### src/rtl/ccff_loader_pkg.sv
// Shared types and constants for the configuration-chain loader and its
// readback signature register.
package ccff_loader_pkg;

   typedef enum logic [1:0] {
      IDLE  = 2'd0,
      SHIFT = 2'd1,
      DONE  = 2'd2
   } state_t;

   localparam logic [15:0] CRC_POLY         = 16'h1021;
   localparam logic [15:0] CRC_INIT_DEFAULT = 16'hFFFF;

   // One MSB-first serial step of CRC-16-CCITT.
   function automatic logic [15:0] crc16_step(input logic [15:0] crc, input logic din);
      logic fb;
      fb = crc[15] ^ din;
      return {crc[14:0], 1'b0} ^ (fb ? CRC_POLY : 16'h0000);
   endfunction

endpackage

### src/rtl/ccff_chain_loader_if.sv
// Valid/ready word channel from the SoC side into the chain loader.
interface ccff_chain_loader_if #(
   parameter int DATA_WIDTH = 32
);
   logic [DATA_WIDTH-1:0] cfg_data;
   logic                  cfg_valid;
   logic                  cfg_ready;

   modport master (output cfg_data, output cfg_valid, input  cfg_ready);
   modport slave  (input  cfg_data, input  cfg_valid, output cfg_ready);
endinterface

### src/rtl/ccff_crc16_serial.sv
// Serial CRC-16-CCITT signature register over the bits returned by the chain.
module ccff_crc16_serial
   import ccff_loader_pkg::*;
#(
   parameter logic [15:0] CRC_INIT = CRC_INIT_DEFAULT
) (
   input  logic        clk,
   input  logic        rst_n,
   input  logic        init,
   input  logic        en,
   input  logic        din,
   output logic [15:0] crc
);

   // NOTE: sequential state uses non-blocking assignments so every register
   // samples pre-edge values regardless of process evaluation order.
   always_ff @(posedge clk or negedge rst_n) begin
      if (!rst_n)
         crc <= CRC_INIT;
      else if (init)
         crc <= CRC_INIT;
      else if (en)
         crc <= crc16_step(crc, din);
   end

endmodule

### src/rtl/ccff_chain_loader.sv
// Serialises configuration words MSB-first into the ccff chain with a gated
// chain clock, and signs the returned tail bits with a CRC-16.
module ccff_chain_loader
   import ccff_loader_pkg::*;
#(
   parameter int          DATA_WIDTH = 32,
   parameter int          LEN_W      = 20,
   parameter logic [15:0] CRC_INIT   = CRC_INIT_DEFAULT
) (
   input  logic             prog_clk,
   input  logic             prog_reset_n,
   input  logic             start,
   input  logic             abort,
   input  logic [LEN_W-1:0] chain_len,
   ccff_chain_loader_if.slave cfg,
   output logic             ccff_head,
   output logic             ccff_clk_en,
   input  logic             ccff_tail,
   output logic             busy,
   output logic             done,
   output logic             aborted,
   output logic [15:0]      tail_sig
);

   localparam int BW = $clog2(DATA_WIDTH + 1);

   state_t                state, state_nxt;
   logic [LEN_W-1:0]      cnt;
   logic [DATA_WIDTH-1:0] sr, hr;
   logic [BW-1:0]         sr_bits;
   logic                  hr_full;
   logic                  aborted_q;

   logic go, do_abort, finish;
   logic shift, accept, load_sr;

   always_ff @(posedge prog_clk or negedge prog_reset_n) begin
      if (!prog_reset_n) state <= IDLE;
      else               state <= state_nxt;
   end

   // NOTE: every always_comb output gets a default first so no path leaves
   // it unassigned, which would otherwise infer a latch.
   always_comb begin
      state_nxt = state;
      go        = 1'b0;
      do_abort  = 1'b0;
      finish    = 1'b0;
      unique case (state)
         IDLE: if (start) begin
            go        = 1'b1;
            state_nxt = (chain_len == '0) ? DONE : SHIFT;
         end
         SHIFT: if (abort) begin
            do_abort  = 1'b1;
            state_nxt = IDLE;
         end else if (cnt == '0) begin
            finish    = 1'b1;
            state_nxt = DONE;
         end
         DONE:    state_nxt = IDLE;
         default: state_nxt = IDLE;
      endcase
   end

   assign cfg.cfg_ready = (state == SHIFT) && !hr_full;
   assign accept        = cfg.cfg_valid && cfg.cfg_ready;
   assign shift         = (state == SHIFT) && !abort && (sr_bits != '0) && (cnt != '0);
   // Refill on an empty SR or on the cycle its last bit leaves, so a stream never gaps.
   assign load_sr       = hr_full && ((sr_bits == '0) || (shift && sr_bits == BW'(1)));

   always_ff @(posedge prog_clk or negedge prog_reset_n) begin
      if (!prog_reset_n) begin
         cnt         <= '0;
         sr          <= '0;
         hr          <= '0;
         sr_bits     <= '0;
         hr_full     <= 1'b0;
         ccff_head   <= 1'b0;
         ccff_clk_en <= 1'b0;
         aborted_q   <= 1'b0;
      end else begin
         aborted_q   <= do_abort;
         ccff_clk_en <= shift;
         if (shift) begin
            ccff_head <= sr[DATA_WIDTH-1];
            cnt       <= cnt - LEN_W'(1);
         end
         if (go)
            cnt <= chain_len;
         if (go || do_abort || finish) begin
            sr_bits <= '0;
            hr_full <= 1'b0;
         end else begin
            if (load_sr) begin
               sr      <= hr;
               sr_bits <= BW'(DATA_WIDTH);
            end else if (shift) begin
               sr      <= sr << 1;
               sr_bits <= sr_bits - BW'(1);
            end
            if (accept) begin
               hr      <= cfg.cfg_data;
               hr_full <= 1'b1;
            end else if (load_sr) begin
               hr_full <= 1'b0;
            end
         end
      end
   end

   ccff_crc16_serial #(
      .CRC_INIT (CRC_INIT)
   ) u_crc (
      .clk   (prog_clk),
      .rst_n (prog_reset_n),
      .init  (go),
      .en    (ccff_clk_en),
      .din   (ccff_tail),
      .crc   (tail_sig)
   );

   assign busy    = (state != IDLE);
   assign done    = (state == DONE);
   assign aborted = aborted_q;

endmodule

### src/flat_wrapper.sv
// flat-port wrapper written by rule: the top's interface ports become plain ports
module ccff_chain_loader_flat import ccff_loader_pkg::*;
#(
   parameter int          DATA_WIDTH = 32,
   parameter int          LEN_W      = 20,
   parameter logic [15:0] CRC_INIT   = CRC_INIT_DEFAULT
)
  (prog_clk, prog_reset_n, start, abort, chain_len, ccff_head, ccff_clk_en, ccff_tail, busy, done, aborted, tail_sig, cfg_cfg_data, cfg_cfg_valid, cfg_cfg_ready);
  ccff_chain_loader_if #(.DATA_WIDTH(DATA_WIDTH)) cfg_i ();
  input  logic prog_clk;
  input  logic prog_reset_n;
  input  logic start;
  input  logic abort;
  input  logic [LEN_W-1:0] chain_len;
  output logic ccff_head;
  output logic ccff_clk_en;
  input  logic ccff_tail;
  output logic busy;
  output logic done;
  output logic aborted;
  output logic [15:0] tail_sig;
  input wire logic [$bits(cfg_i.cfg_data)-1:0] cfg_cfg_data;
  input wire logic [$bits(cfg_i.cfg_valid)-1:0] cfg_cfg_valid;
  output wire logic [$bits(cfg_i.cfg_ready)-1:0] cfg_cfg_ready;
  assign cfg_i.cfg_data = cfg_cfg_data;
  assign cfg_i.cfg_valid = cfg_cfg_valid;
  assign cfg_cfg_ready = cfg_i.cfg_ready;
  ccff_chain_loader #(.DATA_WIDTH(DATA_WIDTH), .LEN_W(LEN_W), .CRC_INIT(CRC_INIT)) u_core (.prog_clk(prog_clk), .prog_reset_n(prog_reset_n), .start(start), .abort(abort), .chain_len(chain_len), .cfg(cfg_i), .ccff_head(ccff_head), .ccff_clk_en(ccff_clk_en), .ccff_tail(ccff_tail), .busy(busy), .done(done), .aborted(aborted), .tail_sig(tail_sig));
endmodule
### config.mk
export PLATFORM = sky130hd
export DESIGN_NAME = ccff_chain_loader_flat
export DESIGN_NICKNAME = d
export VERILOG_FILES = /design/src/rtl/ccff_loader_pkg.sv /design/src/rtl/ccff_chain_loader_if.sv /design/src/rtl/ccff_crc16_serial.sv /design/src/rtl/ccff_chain_loader.sv /design/src/flat_wrapper.sv
export SDC_FILE = /design/constraint.sdc
export NUM_CORES = 1
export LEC_CHECK = 0
export ABC_AREA = 0
export BUFFER_PORTS_ARGS = -buffer_cell sky130_fd_sc_hd__buf_2
export CORE_MARGIN = 3
export CORE_UTILIZATION = 27
export CTS_CLUSTER_DIAMETER = 50
export DETAILED_ROUTE_END_ITERATION = 6
export HOLD_SLACK_MARGIN = 0.05
export PLACE_DENSITY = 0.45
export RECOVER_POWER = 25
export SLEW_MARGIN = 20
export SYNTH_ARGS = -nofsm -noshare
export SYNTH_HDL_FRONTEND = slang
export SYNTH_SLANG_ARGS = --single-unit
### constraint.sdc
create_clock -name prog_clk -period 3.5 [get_ports prog_clk]
set_input_delay 0.525 -clock prog_clk [delete_from_list [all_inputs] [get_ports prog_clk]]
set_output_delay 0.525 -clock prog_clk [all_outputs]
set_load 0.02 [all_outputs]
==> results.yml, run 1 <==
synthesis:
  yosys-top-cells-count: "96 x dfrtp_1, 48 x nand3_1, 39 x nand2_1, 39 x o21ai_0, 35 x a21oi_1"
  syn-instance-count: 519
  synth_top_cell_by_area: "dfrtp_1"
  yosys_most_used_dff: "dfrtp_1"
  ys_seq_elements: 112
  synth_nets: 581
  yosysSeqAreaShare_pct: 52.0
  synth_area_leaders: "dfrtp_1 44%, dfstp_2 7.8%, mux2_2 7.1%"
  yosysMostFrequentCell: "dfrtp_1"
  synth_top_cell_area_share_pct: 44.3
  synth.distinct_cells: 62
  synth_area_per_cell_sq_um: 10.5
  synth-edff-count: 0
  ys_warn_count: 0
  synthArstFlopShare_pct: 100
  synth.cell_area_sq_um: 5420
run_status:
  violations: "max-capacitance violations, max-slew violations"
  status: "complete, but fails checks"
clocking:
  holdBufCountCts: 0
  clk_pin_slew_ns: 0.08
  cts_setup_buffers: 0
  cts.sinks: 112
  root_buffer: "clkbuf_16"
  cts-resized-gates: 0
  cts_tree: "built"
  htree_levels: 3
  numCtsBuffers: 9
  clk_latency_ns: 0.35
  clockBufferDepth: 2
placed_design:
  hpwlAfterDp_mm: 9.06
  io_buffers: 79
  place_congestion: 0.739
grt:
  antenna_found_initial: 0
  grt_max_degree: 66
  grt_first_pass_wirelength_mm: 22.4
  grt_overflow_total: 0
  grt_pass1_vias: 4330
  track_usage_pct: 12.6
worst_setup_path:
  critPathTopFamily: "simple AND/OR/NAND/NOR gates"
  slowest_delay_ns: 0.41
  crit_arrival_ns: 2.77
  required_ns: 3.73
  worstSetupPathType: "flip-flop to flip-flop"
  crit_path_cell_trace: "inv_1 > ha_1 > nor4b_1 > and4_1 > nand3_1 > nand4b_1 > buf_4 > mux2_2"
  end_kind: "flip-flop"
  slowest_stage: "dfrtp_1"
  cp_num_buf_inv: 2
  critPathMaxFanout: 33
  cp-start-kind: "flip-flop"
floorplanning:
  initial_core_util_pct: 27.7
  fp.dieArea_sq_um: 21800
  die_x_microns: 148
  io_pins: 80
  row_count: 51
  die_h_microns: 148
  core_area_sq_um: 19600
timing:
  finalMaxSlewViolations: 66
  fin_skew_ns: 0.0137
  relSlewSlack_pct: -16.1
  finalHoldViolCount: 0
  rsz0062_at_grt: "false"
  setup_viol: 0
  final.setup.tns_ns: 0
  worst_slew_pin_slew_ns: 1.74
  clock.fmax_mhz: 395
  timing.final.crit_period_ns: 2.53
  fin_crit_sh_pct: 72.3
finish:
  finish.net_count: 644
  num-fill-cells: 2056
  drive_above_1_share_pct: 28.6
  syn_to_final_growth_pct: 17.8
  finalCoreUtilization_pct: 32.6
  multi_input_area_sq_um: 2400
  register_area_sq_um: 2820
  antennaDiodeCount: 0
hold_path:
  hold_class: "input port to flip-flop"
drt:
  drt-initial-drc-count: 174
  ant_nets: 0
  drc: 0
  dr.pass1.iters: 4
  wl_mm: 13.5
  via_per_inst: 4.99
  post_drt_wl_per_cell_microns: 15.9
  num_vias: 4255
power:
  p_per_area_nw_per_um2: 736
  p_leak_nw: 2.59
  peakVddDrop_mv: 0.296
job:
  maxCapViolations: 1
[final timing paths]
check                              start                  end  slack (ns)  cells past startpoint
min in group asynchronous   prog_reset_n        u_core.cnt[4]        0.64                      1
setup / recovery           u_core.cnt[0]         u_core.hr[7]        0.97                      8
hold / removal             chain_len[13]       u_core.cnt[13]        0.39                      3
setup reg to reg           u_core.cnt[0]         u_core.hr[7]        0.97                      8
max in group asynchronous   prog_reset_n  u_core.u_crc.crc[8]        1.70                      2
hold reg to reg            u_core.hr[20]        u_core.hr[20]        0.51                      1
[report_power, final]
group	switching [W]	internal (W)	total (W)
clock network	0.000510	0.000569	0.00108
logic	0.000851	0.000685	0.00154
registers	0.000327	0.00176	0.00209
[area by class of cell]
cell class,instances,area share (%)
clock buffer,9,3.52
clock inverter,7,1.37
inverter,8,0.470
multi-input combinational,359,37.6
sequential,112,44.2
tap,265,5.19
timing repair buffer,92,7.71
[tightest hold or removal path: stages]
cell	delay, ns
buf_2	0.09
nand2_1	0.04
nand3_1	0.05
[state kept, by name, indices dropped and copies added, names as in the netlist]
name and cells:
u_core.u_crc.crc 16, u_core.ccff_clk_en 1, u_core.hr_full 1, u_core.ccff_head 1, u_core.sr 32, u_core.state 2
u_core.aborted 1, u_core.cnt 20, u_core.hr 32, u_core.sr_bits 6
[logic make-up (layout without fill, tap and decap cells)]
family                   count (synthesis)  after routing  share of synthesized area [%]
AO/OA/AOI/OAI                          142            142                           16.2
XOR/XNOR                                 6              6                          0.969
adder cells (fa/ha/maj)                  4              4                          0.923
buffers and inverters                   48            116                           4.04
flip-flops                             112            112                           52.0
multiplexers                            51             51                           10.2
AND/OR/NAND/NOR                        156            156                           15.6
[metrics by stage]
step                      std cells  area, sq um  hold slack (ns)  setup WS, ns  power [W]
after floorplan                 519         5420            0.229          1.28    0.00322
after global placement          836         6080            0.489          1.02    0.00362
after detailed placement        836         6080            0.490         0.984    0.00367
after CTS                       852         6390            0.340         0.975    0.00478
after global routing            852         6390            0.376         0.786    0.00506
final                           852         6390            0.394         0.968    0.00471
[layer usage]
| layer | vias to the layer above | GRT usage [%] | wire length, microns |
|---|---|---|---|
| li1 | 2060 | - | - |
| met1 | 2103 | 17.4 | 6540 |
| met2 | 80 | 20.1 | 6280 |
| met3 | 12 | 2.54 | 532 |
| met4 | 0 | 3.31 | 158 |
| met5 | - | 0 | 0 |
[cell usage in the layout (no fill, tap or decap), types with 6 or more instances in the layout]
| cell type | instances |
|---|---|
| dfstp_2 | 16 |
| buf_4 | 13 |
| nor4_1 | 6 |
| nand3_1 | 48 |
| or4_1 | 8 |
| nor2_1 | 16 |
| nand2_1 | 39 |
| a21oi_1 | 34 |
| inv_1 | 8 |
| a31oi_1 | 34 |
| clkbuf_16 | 9 |
| nor3_1 | 7 |
| mux2i_1 | 17 |
| buf_2 | 78 |
| dfrtp_1 | 96 |
| o21ai_0 | 39 |
| o311ai_0 | 9 |
| mux2_2 | 34 |
(Power assumes the default switching activity.)
==> inputs of run 2 (changes only) <==
==> constraint.sdc (replaced) <==
create_clock -name prog_clk -period 2.6 [get_ports prog_clk]
set_input_delay 0.39 -clock prog_clk [delete_from_list [all_inputs] [get_ports prog_clk]]
set_output_delay 0.39 -clock prog_clk [all_outputs]
set_load 0.02 [all_outputs]
==> results.yml, run 2 (same netlist as run 1, synthesis figures left out) <==
floorplanning:
  core_area_sq_um: 19600
  fp.dieArea_sq_um: 21800
  io_pins: 80
  row_count: 51
  die_h_microns: 148
  die_x_microns: 148
  initial_core_util_pct: 27.7
timing:
  relSlewSlack_pct: 16.2
  fin_skew_ns: 0.0113
  setup_viol: 0
  clock.fmax_mhz: 426
  finalHoldViolCount: 0
  finalMaxSlewViolations: 0
  worst_slack_ns: 0.252
  worst_slew_pin_slew_ns: 1.26
  rsz0062_at_grt: "false"
  final.setup.tns_ns: 0
  timing.hold.ws_ns: 0.254
  timing.final.crit_period_ns: 2.35
  fin_crit_sh_pct: 90.3
clocking:
  cts_tree: "built"
  root_buffer: "clkbuf_16"
  numCtsBuffers: 9
  clockBufferDepth: 2
  clk_pin_slew_ns: 0.07
  htree_levels: 3
  cts-resized-gates: 0
  cts.sinks: 112
  cts_setup_buffers: 0
  holdBufCountCts: 0
  clk_latency_ns: 0.35
power:
  p_leak_nw: 2.66
  p_per_area_nw_per_um2: 992
  peakVddDrop_mv: 0.411
  finalPower_w: 0.00645
run_status:
  status: "finished, final reports clean"
finish:
  num-fill-cells: 2048
  layout_common_cells: "96 x dfrtp_1, 78 x buf_2, 48 x nand3_1, 39 x o21ai_0, 39 x nand2_1"
  drive_above_1_share_pct: 29.3
  top_regs: "u_core.hr (32), u_core.sr (32), u_core.cnt (20)"
  multi_input_area_sq_um: 2400
  finish.net_count: 655
  design_area_sq_um: 6500
  antennaDiodeCount: 0
  mostFrequentLayoutCell: "dfrtp_1"
  register_area_sq_um: 2820
  syn_to_final_growth_pct: 19.8
worst_setup_path:
  critPathMaxFanout: 35
  critPathTopFamily: "simple AND/OR/NAND/NOR gates"
  end_kind: "flip-flop"
  cp_num_buf_inv: 3
  cp-start-kind: "flip-flop"
  required_ns: 2.88
  crit_arrival_ns: 2.62
  slowest_stage: "dfrtp_1"
  slowest_delay_ns: 0.40
  worstSetupPathType: "flip-flop to flip-flop"
  crit_path_cell_trace: "inv_1 > ha_1 > nor4b_1 > and4_1 > nand3_1 > buf_4 > and2_0 > buf_4 > a31oi_1"
  crit_top_cell: "buf_4"
grt:
  antenna_found_initial: 0
  grt_max_degree: 50
  grt_first_pass_wirelength_mm: 22.1
  track_usage_pct: 12.5
  grt_overflow_total: 0
  grt_pass1_vias: 4306
drt:
  num_vias: 4323
  ant_nets: 0
  wl_mm: 13.4
  drc: 0
  via_per_inst: 5.01
  drt-initial-drc-count: 227
  dr.pass1.iters: 4
  post_drt_wl_per_cell_microns: 15.5
placed_design:
  preCtsSetupSlack_ns: 0.283
  io_buffers: 79
  hpwlAfterDp_mm: 9.33
  place_area_sq_um: 6190
  place_congestion: 0.764
hold_path:
  hold_class: "input port to flip-flop"
job:
  maxCapViolations: 0
==> run 2: cell count changes in the layout (fill, tap and decap cells not counted), sizes merged <==
cell      change
bufinv        +1
clkbuf        +3
buf           +9
clkinvlp      -2
==> run 2: report_power, final <==
part	internal (W)	switching [W]
sequential	0.00238	0.000400
combinational	0.000985	0.00119
clock	0.000851	0.000645
total	0.00421	0.00223
==> run 2: worst paths after layout <==
path                       slack, ns  cells after the start          endpoint        startpoint
max                             0.25                      9     u_core.sr[30]     u_core.cnt[0]
min                             0.25                      3     u_core.cnt[9]      chain_len[9]
max reg2reg                     0.25                      9     u_core.sr[30]     u_core.cnt[0]
min reg2reg                     0.48                      2  u_core.ccff_head  u_core.ccff_head
max in group asynchronous       1.14                      2      u_core.sr[5]      prog_reset_n
min in group asynchronous       0.29                      1      u_core.hr[9]      prog_reset_n
==> run 2: worst min-delay path, cell delays in order <==
cell and delay (ns):
buf_2 0.09, nand2_1 0.04, nand3_1 0.05
==> run 2: layout make-up <==
| class | instances | area share, % |
|---|---|---|
| clock buffer | 10 | 3.52 |
| clock inverter | 6 | 1.39 |
| inverter | 8 | 0.462 |
| multi-input combinational | 359 | 37.0 |
| sequential | 112 | 43.4 |
| tap | 265 | 5.10 |
| timing repair buffer | 103 | 9.13 |
==> run 2: stage by stage <==
step	instances	util (%)
floorplan	519	-
global placement	847	31.6
detailed placement	847	31.6
CTS	863	33.2
global route	863	33.2
finish	863	33.2
==> run 2: layer usage <==
layer	track usage (%)	share of wire (%)	wire, microns	vias up
met5	0	0	0	-
met4	4.05	1.8	243	0
met1	16.9	46	6200	2121
li1	-	-	-	2092
met3	2.85	5.1	687	16
met2	20.0	47	6270	94
